<file path="config.mk">
export PLATFORM = sky130hd
export DESIGN_NAME = write_c_select_pipe
export DESIGN_NICKNAME = d
export VERILOG_FILES = /design/src/rtl/write_c_select_pipe_pkg.sv /design/src/rtl/write_c_select_pipe_wb_skid_reg.sv /design/src/rtl/write_c_select_pipe.sv
export SDC_FILE = /design/constraint.sdc
export NUM_CORES = 1
export LEC_CHECK = 0
export CORE_MARGIN = 4
export CORE_UTILIZATION = 49
export CTS_CLUSTER_SIZE = 12
export DETAILED_ROUTE_END_ITERATION = 7
export PLACE_DENSITY = 0.85
export SYNTH_ARGS = -nofsm -noshare
export SYNTH_HDL_FRONTEND = slang
export SYNTH_HIERARCHICAL = 1
export SYNTH_SLANG_ARGS = --single-unit
</file>
<file path="constraint.sdc">
create_clock -name clk -period 3.1 [get_ports clk]
set_input_delay 0.62 -clock clk [delete_from_list [all_inputs] [get_ports clk]]
set_output_delay 0.62 -clock clk [all_outputs]
set_load 0.02 [all_outputs]
</file>
<file path="src/rtl/write_c_select_pipe_pkg.sv">
// Shared types and defaults for the registered write-data select pipe.
`ifndef WRITE_C_ITEM_T
`define WRITE_C_ITEM_T(W, S) struct packed { logic [(W)-1:0] data; logic [(S)-1:0] sel; }
`endif

package write_c_pkg;

  typedef enum logic [1:0] {
    EMPTY = 2'd0,
    ONE   = 2'd1,
    FULL  = 2'd2
  } state_t;

  localparam int unsigned DEF_WIDTH  = 8;
  localparam int unsigned DEF_NUM_CH = 4;
  localparam int unsigned DEF_CNT_W  = 16;

endpackage

</file>
<file path="src/rtl/write_c_select_pipe_wb_skid_reg.sv">
// Two-entry skid buffer: main register drives the output, skid catches one
// item while downstream stalls so in_ready depends only on registered state.
module wb_skid_reg
  import write_c_pkg::*;
#(
  parameter type item_t = logic [7:0]
) (
  input  logic  clk,
  input  logic  reset_n,
  input  logic  in_valid,
  output logic  in_ready,
  input  item_t in_item,
  output logic  out_valid,
  input  logic  out_ready,
  output item_t out_item
);

  state_t state;
  item_t  main_q;
  item_t  skid_q;

  always_ff @(posedge clk) begin
    if (!reset_n) begin
      state  <= EMPTY;
      main_q <= '0;
      skid_q <= '0;
    end else begin
      case (state)
        EMPTY: begin
          if (in_valid) begin
            state  <= ONE;
            main_q <= in_item;
          end
        end
        ONE: begin
          if (in_valid) begin
            if (out_ready) begin
              main_q <= in_item;
            end else begin
              skid_q <= in_item;
              state  <= FULL;
            end
          end else if (out_ready) begin
            state <= EMPTY;
          end
        end
        FULL: begin
          if (out_ready) begin
            main_q <= skid_q;
            state  <= ONE;
          end
        end
        default: state <= EMPTY;
      endcase
    end
  end

  assign in_ready  = (state != FULL);
  assign out_valid = (state != EMPTY);
  assign out_item  = main_q;

endmodule

</file>
<file path="src/rtl/write_c_select_pipe.sv">
// Registered write-back source select with skid-buffered handshake, sticky
// out-of-range flag and a wrapping transfer counter.
module write_c_select_pipe
  import write_c_pkg::*;
#(
  parameter int unsigned WIDTH  = DEF_WIDTH,
  parameter int unsigned NUM_CH = DEF_NUM_CH,
  parameter int unsigned SEL_W  = $clog2(NUM_CH),
  parameter int unsigned CNT_W  = DEF_CNT_W
) (
  input  logic                    clk,
  input  logic                    reset_n,
  input  logic                    in_valid,
  output logic                    in_ready,
  input  logic [SEL_W-1:0]        select,
  input  logic [NUM_CH*WIDTH-1:0] choices,
  output logic                    out_valid,
  input  logic                    out_ready,
  output logic [WIDTH-1:0]        dat_out,
  output logic [SEL_W-1:0]        out_sel,
  output logic                    sel_err,
  input  logic                    clr_err,
  output logic [CNT_W-1:0]        xfer_cnt
);

  typedef `WRITE_C_ITEM_T(WIDTH, SEL_W) item_t;

  item_t            in_item;
  item_t            out_item;
  logic [WIDTH-1:0] sel_data;
  logic             in_range;
  logic             accept;
  logic             xfer;

  // Loop decode keeps out-of-range selects at zero without indexing past choices.
  always_comb begin
    sel_data = '0;
    for (int unsigned k = 0; k < NUM_CH; k++) begin
      if (32'(select) == k) begin
        sel_data = choices[k*WIDTH +: WIDTH];
      end
    end
  end

  assign in_range     = (32'(select) < NUM_CH);
  assign in_item.data = sel_data;
  assign in_item.sel  = select;

  assign accept = in_valid && in_ready;
  assign xfer   = out_valid && out_ready;

  wb_skid_reg #(
    .item_t(item_t)
  ) u_skid (
    .clk      (clk),
    .reset_n  (reset_n),
    .in_valid (in_valid),
    .in_ready (in_ready),
    .in_item  (in_item),
    .out_valid(out_valid),
    .out_ready(out_ready),
    .out_item (out_item)
  );

  assign dat_out = out_item.data;
  assign out_sel = out_item.sel;

  // Setting takes priority over a simultaneous clear.
  always_ff @(posedge clk) begin
    if (!reset_n) begin
      sel_err <= 1'b0;
    end else if (accept && !in_range) begin
      sel_err <= 1'b1;
    end else if (clr_err) begin
      sel_err <= 1'b0;
    end
  end

  always_ff @(posedge clk) begin
    if (!reset_n) begin
      xfer_cnt <= '0;
    end else if (xfer) begin
      xfer_cnt <= xfer_cnt + CNT_W'(1);
    end
  end

endmodule

</file>
==> Yosys cells after proc, flatten, opt, wreduce, memory -nomap -nowiden <==
Cells that the tools add are included.
{ "op_classes": {"mux": 15, "n_addsub": 1, "bitwise_logic": 1, "eq_ne": 12, "reduce_logical": 8} }
{ "op_table": {"columns": ["cell", "n"], "rows": [
  ["10-bit 2-to-1 mux", 4],
  ["8-bit 2-to-1 mux", 4],
  ["10-bit case mux with 3 select lines", 1],
  ["16-bit by 1-bit adder with 16-bit output, second input constant", 1],
  ["2-bit 2-to-1 mux", 5],
  ["2-bit != test, second input constant", 5],
  ["2-bit equality test, second input constant", 3],
  ["3-bit != test, second input constant", 2],
  ["2-bit case mux with 3 select lines", 1],
  ["5-bit AND reduction", 1],
  ["2-bit by 1-bit equality test with 1-bit output, second input constant", 2],
  ["2-bit zero test", 2],
  ["4-bit AND reduction", 1],
  ["3-bit AND reduction", 1],
  ["3-bit nonzero test", 1],
  ["2-bit nonzero test", 1],
  ["1-bit logical AND", 1],
  ["1-bit NOT", 1]
]} }
{ "totals": {"reg_bits": 38, "wordCells": 43, "out_inout_bits": 29, "inputBits": 39} }

==> Depth between registers and ports, before layout <==
Gate-level depths: netlist (run 1).
{ "depth": {"ltp_word": 8, "ltp_mapped": 5, "depth_no_buf": 5} }

==> Cells and area by module <==
Netlist (run 1), hierarchy kept.
{ "modules_own_cells": {"columns": ["module", "seq_area_each_um2", "cells_each", "instances", "area_per_inst_um2"], "rows": [
  ["wb_skid_reg", 440.4, 108, 1, 1119.8],
  ["write_c_select_pipe", 320.3, 95, 1, 935.9]
]} }

==> Worst setup path after synthesis (run 1) <==
Ideal clock, no wire load.
{ "synth_path": {"kind": "input to register", "start": "input port select[0]", "end": "register u_skid.main_q (netlist bit u_skid/out_item[2])", "path_buffers": 1, "setup_slack_ps": 1329, "stages": 4, "required_time_ps": 2954, "arrival_ps": 1625, "setup_time_ps": 146, "cell_sequence": "buf_2 mux4_2 mux2i_1 a211oi_2"} }
{ "synth_via": {"elab_chain_len": 8, "elab_cells_between_ends": 12, "cone_classes": "eq/ne (3); mux (8); reduce/logical (1)"} }
{ "synth_lines": {"columns": ["element", "line_no", "source"], "rows": [
  ["from (decl)", "write_c_select_pipe.sv:15", "input logic [SEL_W-1:0] select,"],
  ["2-bit zero test", "write_c_select_pipe.sv:39", "if (32'(select) == k) begin"],
  ["8-bit 2-to-1 mux (3 in series)", "write_c_select_pipe.sv:39", null],
  ["8-bit 2-to-1 mux (*)", "write_c_select_pipe.sv:39", null],
  ["net sel_data[0]", "write_c_select_pipe.sv:30", "logic [WIDTH-1:0] sel_data;"],
  ["10-bit 2-to-1 mux", "write_c_select_pipe_wb_skid_reg.sv:37", "if (out_ready) begin"],
  ["10-bit 2-to-1 mux", "write_c_select_pipe_wb_skid_reg.sv:36", "if (in_valid) begin"],
  ["10-bit case mux with 3 select lines (*)", "write_c_select_pipe_wb_skid_reg.sv:28", "case (state)"],
  ["to (signal assigned)", "write_c_select_pipe_wb_skid_reg.sv:32", "main_q <= in_item;"],
  ["to (signal assigned)", "write_c_select_pipe_wb_skid_reg.sv:38", "main_q <= in_item;"],
  ["to (signal assigned)", "write_c_select_pipe_wb_skid_reg.sv:49", "main_q <= skid_q;"],
  ["to (decl)", "write_c_select_pipe_wb_skid_reg.sv:19", "item_t main_q;"]
]} }
Mark *: on every way through the listed nets, which the timed path passes. The rest lies on a longest branch. The select of a mux whose other input is x is not followed.
A chain may end at the register's enable or synchronous reset.

==> Worst setup path after layout (run 1) <==
{ "layout_path": {"start": "register u_skid.state[1]", "end": "output port out_valid"} }
{ "layout_via": {"elab_chain_len": 1} }
{ "layout_lines": {"columns": ["element", "line_no", "source"], "rows": [
  ["from (decl)", "write_c_select_pipe_wb_skid_reg.sv:18", "state_t state;"],
  ["from (signal assigned)", "write_c_select_pipe_wb_skid_reg.sv:24", "state <= EMPTY;"],
  ["from (signal assigned)", "write_c_select_pipe_wb_skid_reg.sv:31", "state <= ONE;"],
  ["from (signal assigned)", "write_c_select_pipe_wb_skid_reg.sv:41", "state <= FULL;"],
  ["2-bit nonzero test", "write_c_select_pipe_wb_skid_reg.sv:59", "assign out_valid = (state != EMPTY);"],
  ["to (decl)", "write_c_select_pipe.sv:17", "output logic out_valid,"]
]} }
Every way passes these cells.

==> results.sh, run 1 <==
export IMPL_cap_violations=0
export IMPL_finalHoldViolCount=0
export IMPL_portBuffers=65
export IMPL_grt_first_pass_wirelength_um=8211
export IMPL_final_nets=306
export IMPL_yosys_warnings=6
export IMPL_synth_edff_count=0
export IMPL_ant_nets=0
export IMPL_min_path_type="flip-flop to flip-flop"
export IMPL_overflow=0
export IMPL_synthArstFlopShare=0
export IMPL_rsz0062_at_grt="no"
export IMPL_grt_use_total=0.1984
export IMPL_pwr_density_cell_nw_per_um2=385.6
export IMPL_cts_tree="built"
export IMPL_place_gp_congestion=0.7462
export IMPL_path_class="flip-flop to primary output"
export IMPL_ioPinCount=68
export IMPL_worstPathRequired_ps=2480
export IMPL_critPathSlowestCell="clkdlybuf4s50_1"
export IMPL_cts_root_buf="clkbuf_8"
export IMPL_num_vias=1758
export IMPL_htreeDepth=2
export IMPL_syn_area_um2=2056
export IMPL_num_antenna_cells=0
export IMPL_setup_viol=0
export IMPL_clk_pin_slew_worst_paths_ps=70
export IMPL_leakage_nw=1.010
export IMPL_min_period_ps=2345
export IMPL_cts_made_buffers=5
export IMPL_final_period_utilization=0.7563
export IMPL_cts_path_max_buffers=2
export IMPL_drive_gt1_frac=0.1692
export IMPL_grt_pass1_vias=1710
export IMPL_drt_initial_drc_count=84
export IMPL_cp_max_fo=8
export IMPL_slew_viol_final=0
export IMPL_max_stage_delay_ps=660
export IMPL_seq_area_frac_synth=0.3701
export IMPL_cts_sinks=38
export IMPL_die_x_um=72.77
export IMPL_viasPerCell=5.563
export IMPL_grt_max_degree=21
export IMPL_finalWirelength_um=4908
export IMPL_drc=0
export IMPL_synth_fp_nets=243
export IMPL_ctsHoldBuffers=0
export IMPL_coreArea_um2=4029
export IMPL_dieArea_um2=5295
export IMPL_start_util=0.5102
export IMPL_crit_path_start_kind="flip-flop"
export IMPL_yosys_cell_types_count=42
export IMPL_drt_pre_antenna_iters=4
export IMPL_antenna_found_initial=0
export IMPL_worst_pin_slew_ps=802.6
export IMPL_fin_hold_ws_ps=455.5
export IMPL_ys_ff_latch=38
export IMPL_ff2ff_setup_slack_ps=1280
export IMPL_endpoint_kind="primary output"
export IMPL_critical_path_arrival_ps=1720
export IMPL_std_cell_rows=23
export IMPL_vdd_ir_drop_max_mv=0.2243
export IMPL_slew_headroom=0.4644
export IMPL_crit_chain="or2_1 -> clkdlybuf4s50_1"
export IMPL_dp_hpwl_um=3630
export IMPL_clock_skew_ps=6.502
export IMPL_wl_per_cell_um=15.53
export IMPL_dieHeight_um=72.77
export IMPL_area_growth_pct=35.30
export IMPL_syn_avg_cell_area_um2=10.13
export IMPL_outcome="completed"
export IMPL_fmax_mhz=426.5
export IMPL_synthFlopType="dfxtp_1"
export IMPL_clk_latency_ps=290
export IMPL_cts_setup_buffers=0
export IMPL_post_cts_resized=0
export IMPL_synthCells=203
export IMPL_fin_tns_setup_ps=0
-- cell usage in the layout, fill, tap and decap left out, types with 2 or more instances in the layout --
cell type        instances
nand3_1                  6
and4_4                   2
mux4_2                   8
xor2_1                   7
nand4_2                  2
buf_4                    4
nor2_1                  12
dfxtp_1                 38
clkdlybuf4s50_1         65
or3_1                    3
nor4_1                   3
clkbuf_8                 5
xnor2_1                  3
a21oi_1                 15
nand2_1                 29
mux2i_1                 12
nand4_1                  4
o21ai_0                  3
a211oi_2                20
inv_1                    3
nand2b_1                 2
-- area by class of cell --
| type | count | area [um^2] |
|---|---|---|
| inverter | 3 | 11.26 |
| multi-input combinational | 149 | 1186 |
| fill | 346 | 1247 |
| clock buffer | 6 | 72.57 |
| tap | 50 | 62.56 |
| timing repair buffer | 69 | 680.7 |
| sequential | 38 | 760.7 |
| clock inverter | 1 | 7.507 |
-- path summary, 6_finish.rpt --
check	start	cells past startpoint	end
worst max register to register	u_skid/state[1]	5	xfer_cnt[15]
worst min-delay path	u_skid/skid_q[1]	2	u_skid/skid_q[1]
worst max-delay path	u_skid/state[1]	2	out_valid
worst min register to register	u_skid/skid_q[1]	2	u_skid/skid_q[1]
-- report_power, final --
part,total (mW),leakage [nW],switching (mW),internal [mW]
combinational,0.231,0.664,0.104,0.126
sequential,0.523,0.309,0.0147,0.508
clock,0.319,0.0373,0.165,0.154
-- logic make-up after synthesis --
logic type | Yosys count | synth area share
other | 1 | 0.001824
buffers and inverters | 16 | 0.05295
adders and majority gates | 1 | 0.006085
DFF | 38 | 0.3701
xor gates and xnor gates | 10 | 0.04261
and+or+nand+nor | 75 | 0.2015
muxes | 20 | 0.1461
AOI/OAI and AO/OA | 42 | 0.1789
-- stage by stage --
| step | power (mW) | setup slack [ps] | area (um^2) | utilization | cells |
|---|---|---|---|---|---|
| 2_1_floorplan | 0.6680 | 1329 | 2056 | - | 203 |
| 5_1_grt | 1.120 | 672.1 | 2781 | 0.6904 | 316 |
| 3_5_place_dp | 0.7641 | 680.6 | 2701 | 0.6705 | 309 |
| 4_1_cts | 1.083 | 739.8 | 2781 | 0.6904 | 316 |
| 3_3_place_gp | 0.7587 | 736.4 | 2701 | 0.6705 | 309 |
| 6_report | 1.073 | 755.4 | 2781 | 0.6904 | 316 |
-- layer usage --
metal,global-route usage,vias to the layer above,share of wire
li1,-,862,-
met1,0.2742,842,0.45
met2,0.3066,50,0.48
met3,0.04408,4,0.058
met4,0.06762,0,0.013
met5,0,-,0
-- Yosys cell counts (all sizes together) (4+ instances only) --
master | instances | share of area
nor2 | 12 | 0.022
nand2 | 29 | 0.053
a211oi | 20 | 0.12
mux2i | 12 | 0.058
nor4 | 4 | 0.015
dfxtp | 38 | 0.37
nand3 | 6 | 0.015
xor2 | 7 | 0.030
mux4 | 8 | 0.088
o21ai | 4 | 0.0097
a21oi | 15 | 0.037
nand4 | 6 | 0.024
buf | 10 | 0.035
-- registers in the layout (all words and copies together) (netlist names) --
signal           count
u_skid/out_item     10
u_skid/skid_q       10
u_skid/state         2
xfer_cnt            16
-- critical path, delay by kind of cell, from the launching register on --
| family | cells | cell delay [ps] |
|---|---|---|
| DFF | 1 | 490 |
| buffers and inverters | 1 | 660 |
| and+or+nand+nor | 1 | 290 |
(Power assumes the default switching activity.)
==> run 2, diff against run 1 <==
Settings changed: CORE_UTILIZATION 49 to 41, PLACE_DENSITY 0.85 to 0.76.
Clock period 3.1 ns to 1.9 ns, I/O delays scaled along.
==> results.sh, run 2 (synthesis results as in run 1) <==
export IMPL_outcome="completed"
export IMPL_grt_max_degree=21
export IMPL_crit_cells=5
export IMPL_finalHoldViolCount=0
export IMPL_path_class="input port to flip-flop"
export IMPL_drt_pre_antenna_iters=4
export IMPL_route_met3_wl_um=353
export IMPL_setup_viol=0
export IMPL_ant_nets=0
export IMPL_finalWirelength_um=4998
export IMPL_cp_max_fo=4
export IMPL_fmax_mhz=553.2
export IMPL_cts_tree="built"
export IMPL_r2r_end="xfer_cnt[15]"
export IMPL_max_stage_delay_ps=520
export IMPL_min_period_ps=1808
export IMPL_viasPerCell=5.206
export IMPL_endpoint_kind="flip-flop"
export IMPL_htreeDepth=2
export IMPL_min_path_type="flip-flop to flip-flop"
export IMPL_grt_use_total=0.1673
export IMPL_slew_viol_final=0
export IMPL_wl_per_cell_um=14.49
export IMPL_rsz0062_at_grt="no"
export IMPL_clk_latency_ps=280
export IMPL_clk_pin_slew_worst_paths_ps=70
export IMPL_slew_headroom=0.6562
export IMPL_dp_hpwl_um=3808
export IMPL_place_ws_ps=-221.9
export IMPL_die_x_um=78.81
export IMPL_grt_pass1_vias=1790
export IMPL_crit_chain="clkdlybuf4s50_1 -> buf_4 -> mux4_2 -> mux2i_1 -> a211oi_2"
export IMPL_dr_max_layer_used="met4"
export IMPL_final_nets=318
export IMPL_portBuffers=65
export IMPL_vdd_ir_drop_max_mv=0.2784
export IMPL_critPathSlowestCell="mux4_2"
export IMPL_ioPinCount=68
export IMPL_cts_sinks=38
export IMPL_critical_path_arrival_ps=1960
export IMPL_setup_slack_ps=92.25
export IMPL_crit_path_start_kind="input port"
export IMPL_mostFrequentLayoutCells="63 x clkdlybuf4s50_1, 38 x dfxtp_1, 29 x nand2_1"
export IMPL_cap_violations=0
export IMPL_std_cell_rows=25
export IMPL_crit_path_end="u_skid/out_item[6]"
export IMPL_start_util=0.4295
export IMPL_num_antenna_cells=0
export IMPL_num_vias=1796
export IMPL_largest_register="xfer_cnt"
export IMPL_drive_gt1_frac=0.2014
export IMPL_nFillCells=424
export IMPL_largest_register_ffs=16
export IMPL_worstRegToRegCells=5
export IMPL_wl_met1_um=2184
export IMPL_pwr_density_cell_nw_per_um2=604.8
export IMPL_grt_first_pass_wirelength_um=8321
export IMPL_clock_skew_ps=3.564
export IMPL_antenna_found_initial=0
export IMPL_p_total_mw=1.756
export IMPL_final_period_utilization=0.9514
export IMPL_overflow=0
export IMPL_cts_made_buffers=5
export IMPL_cts_path_max_buffers=2
export IMPL_final_common_cell="clkdlybuf4s50_1"
export IMPL_dieArea_um2=6211
export IMPL_dr_wl_met2_um=2353
export IMPL_drt_initial_drc_count=105
export IMPL_coreArea_um2=4786
export IMPL_crit_start="select[0]"
export IMPL_place_gp_congestion=0.7801
export IMPL_dieHeight_um=78.81
export IMPL_ff2ff_setup_slack_ps=350
export IMPL_cts_root_buf="clkbuf_8"
export IMPL_area_growth_pct=41.20
export IMPL_r2r_start="u_skid/state[0]"
export IMPL_worst_pin_slew_ps=515.6
export IMPL_leakage_nw=1.076
export IMPL_worstPathRequired_ps=2050
export IMPL_drc=0
export IMPL_cp_top_family="multiplexers"
export IMPL_worst_path_buf_inv=2
-- run 2: cell count changes in the layout (fill, tap and decap cells not counted), sizes merged --
cell	before	now
clkinvlp	1	0
buf	4	16
clkbuf	6	7
clkdlybuf4s50	65	63
dlygate4sd2	0	1
dlymetal6s2s	0	1
-- run 2: routing by layer --
metal  global-route usage  vias to the layer above
met5                    0                        -
met1               0.2038                      839
li1                     -                      886
met4              0.05842                        0
met2               0.2793                       61
met3              0.05215                       10
-- run 2: tightest hold or removal path: stages, from the launching register on --
cell and delay (ps):
dfxtp_1 310, nand2_1 50, a21oi_1 50
-- run 2: stage by stage --
stage / setup TNS (ps) / cells / util / area (um^2) / hold slack [ps]
floorplan: 0 / 203 / - / 2056 / 435.7
global placement: -1016 / 338 / 0.5903 / 2825 / 440.7
detailed placement: -1058 / 338 / 0.5903 / 2825 / 448.7
CTS: 0 / 345 / 0.6060 / 2900 / 458.1
global route: 0 / 345 / 0.6065 / 2903 / 480.9
finish: 0 / 345 / 0.6065 / 2903 / 457.5
-- run 2: worst min path at each step --
stage	start	endpoint	slack, ps	cells past startpoint
2_1_floorplan	u_skid/skid_q[0]	u_skid/skid_q[0]	440	2
3_3_place_gp	u_skid/skid_q[0]	u_skid/skid_q[0]	440	2
3_5_place_dp	u_skid/skid_q[1]	u_skid/skid_q[1]	450	2
4_1_cts	u_skid/skid_q[1]	u_skid/skid_q[1]	460	2
5_1_grt	u_skid/skid_q[9]	u_skid/skid_q[9]	480	2
6_report	u_skid/skid_q[2]	u_skid/skid_q[2]	460	2
-- run 2: power breakdown --
group / switching [mW] / internal [mW] / total, mW / leakage, nW
registers: 0.0227 / 0.829 / 0.852 / 0.309
clock network: 0.258 / 0.252 / 0.510 / 0.0383
logic: 0.174 / 0.219 / 0.394 / 0.728
-- run 2: layout make-up --
| class | count | area (um^2) | area share |
|---|---|---|---|
| multi-input combinational | 149 | 1186 | 0.4086 |
| timing repair buffer | 81 | 784.5 | 0.2703 |
| sequential | 38 | 760.7 | 0.2621 |
| tap | 67 | 83.83 | 0.02888 |
| clock buffer | 7 | 76.32 | 0.02629 |
| inverter | 3 | 11.26 | 0.003879 |
-- run 2: repair_timing --
item | CTS | global route
hold buffers | 0 | 0
setup buffers | 0 | 0
resized for setup | 1 | 1
endpoints found under the setup margin | 1 | 1
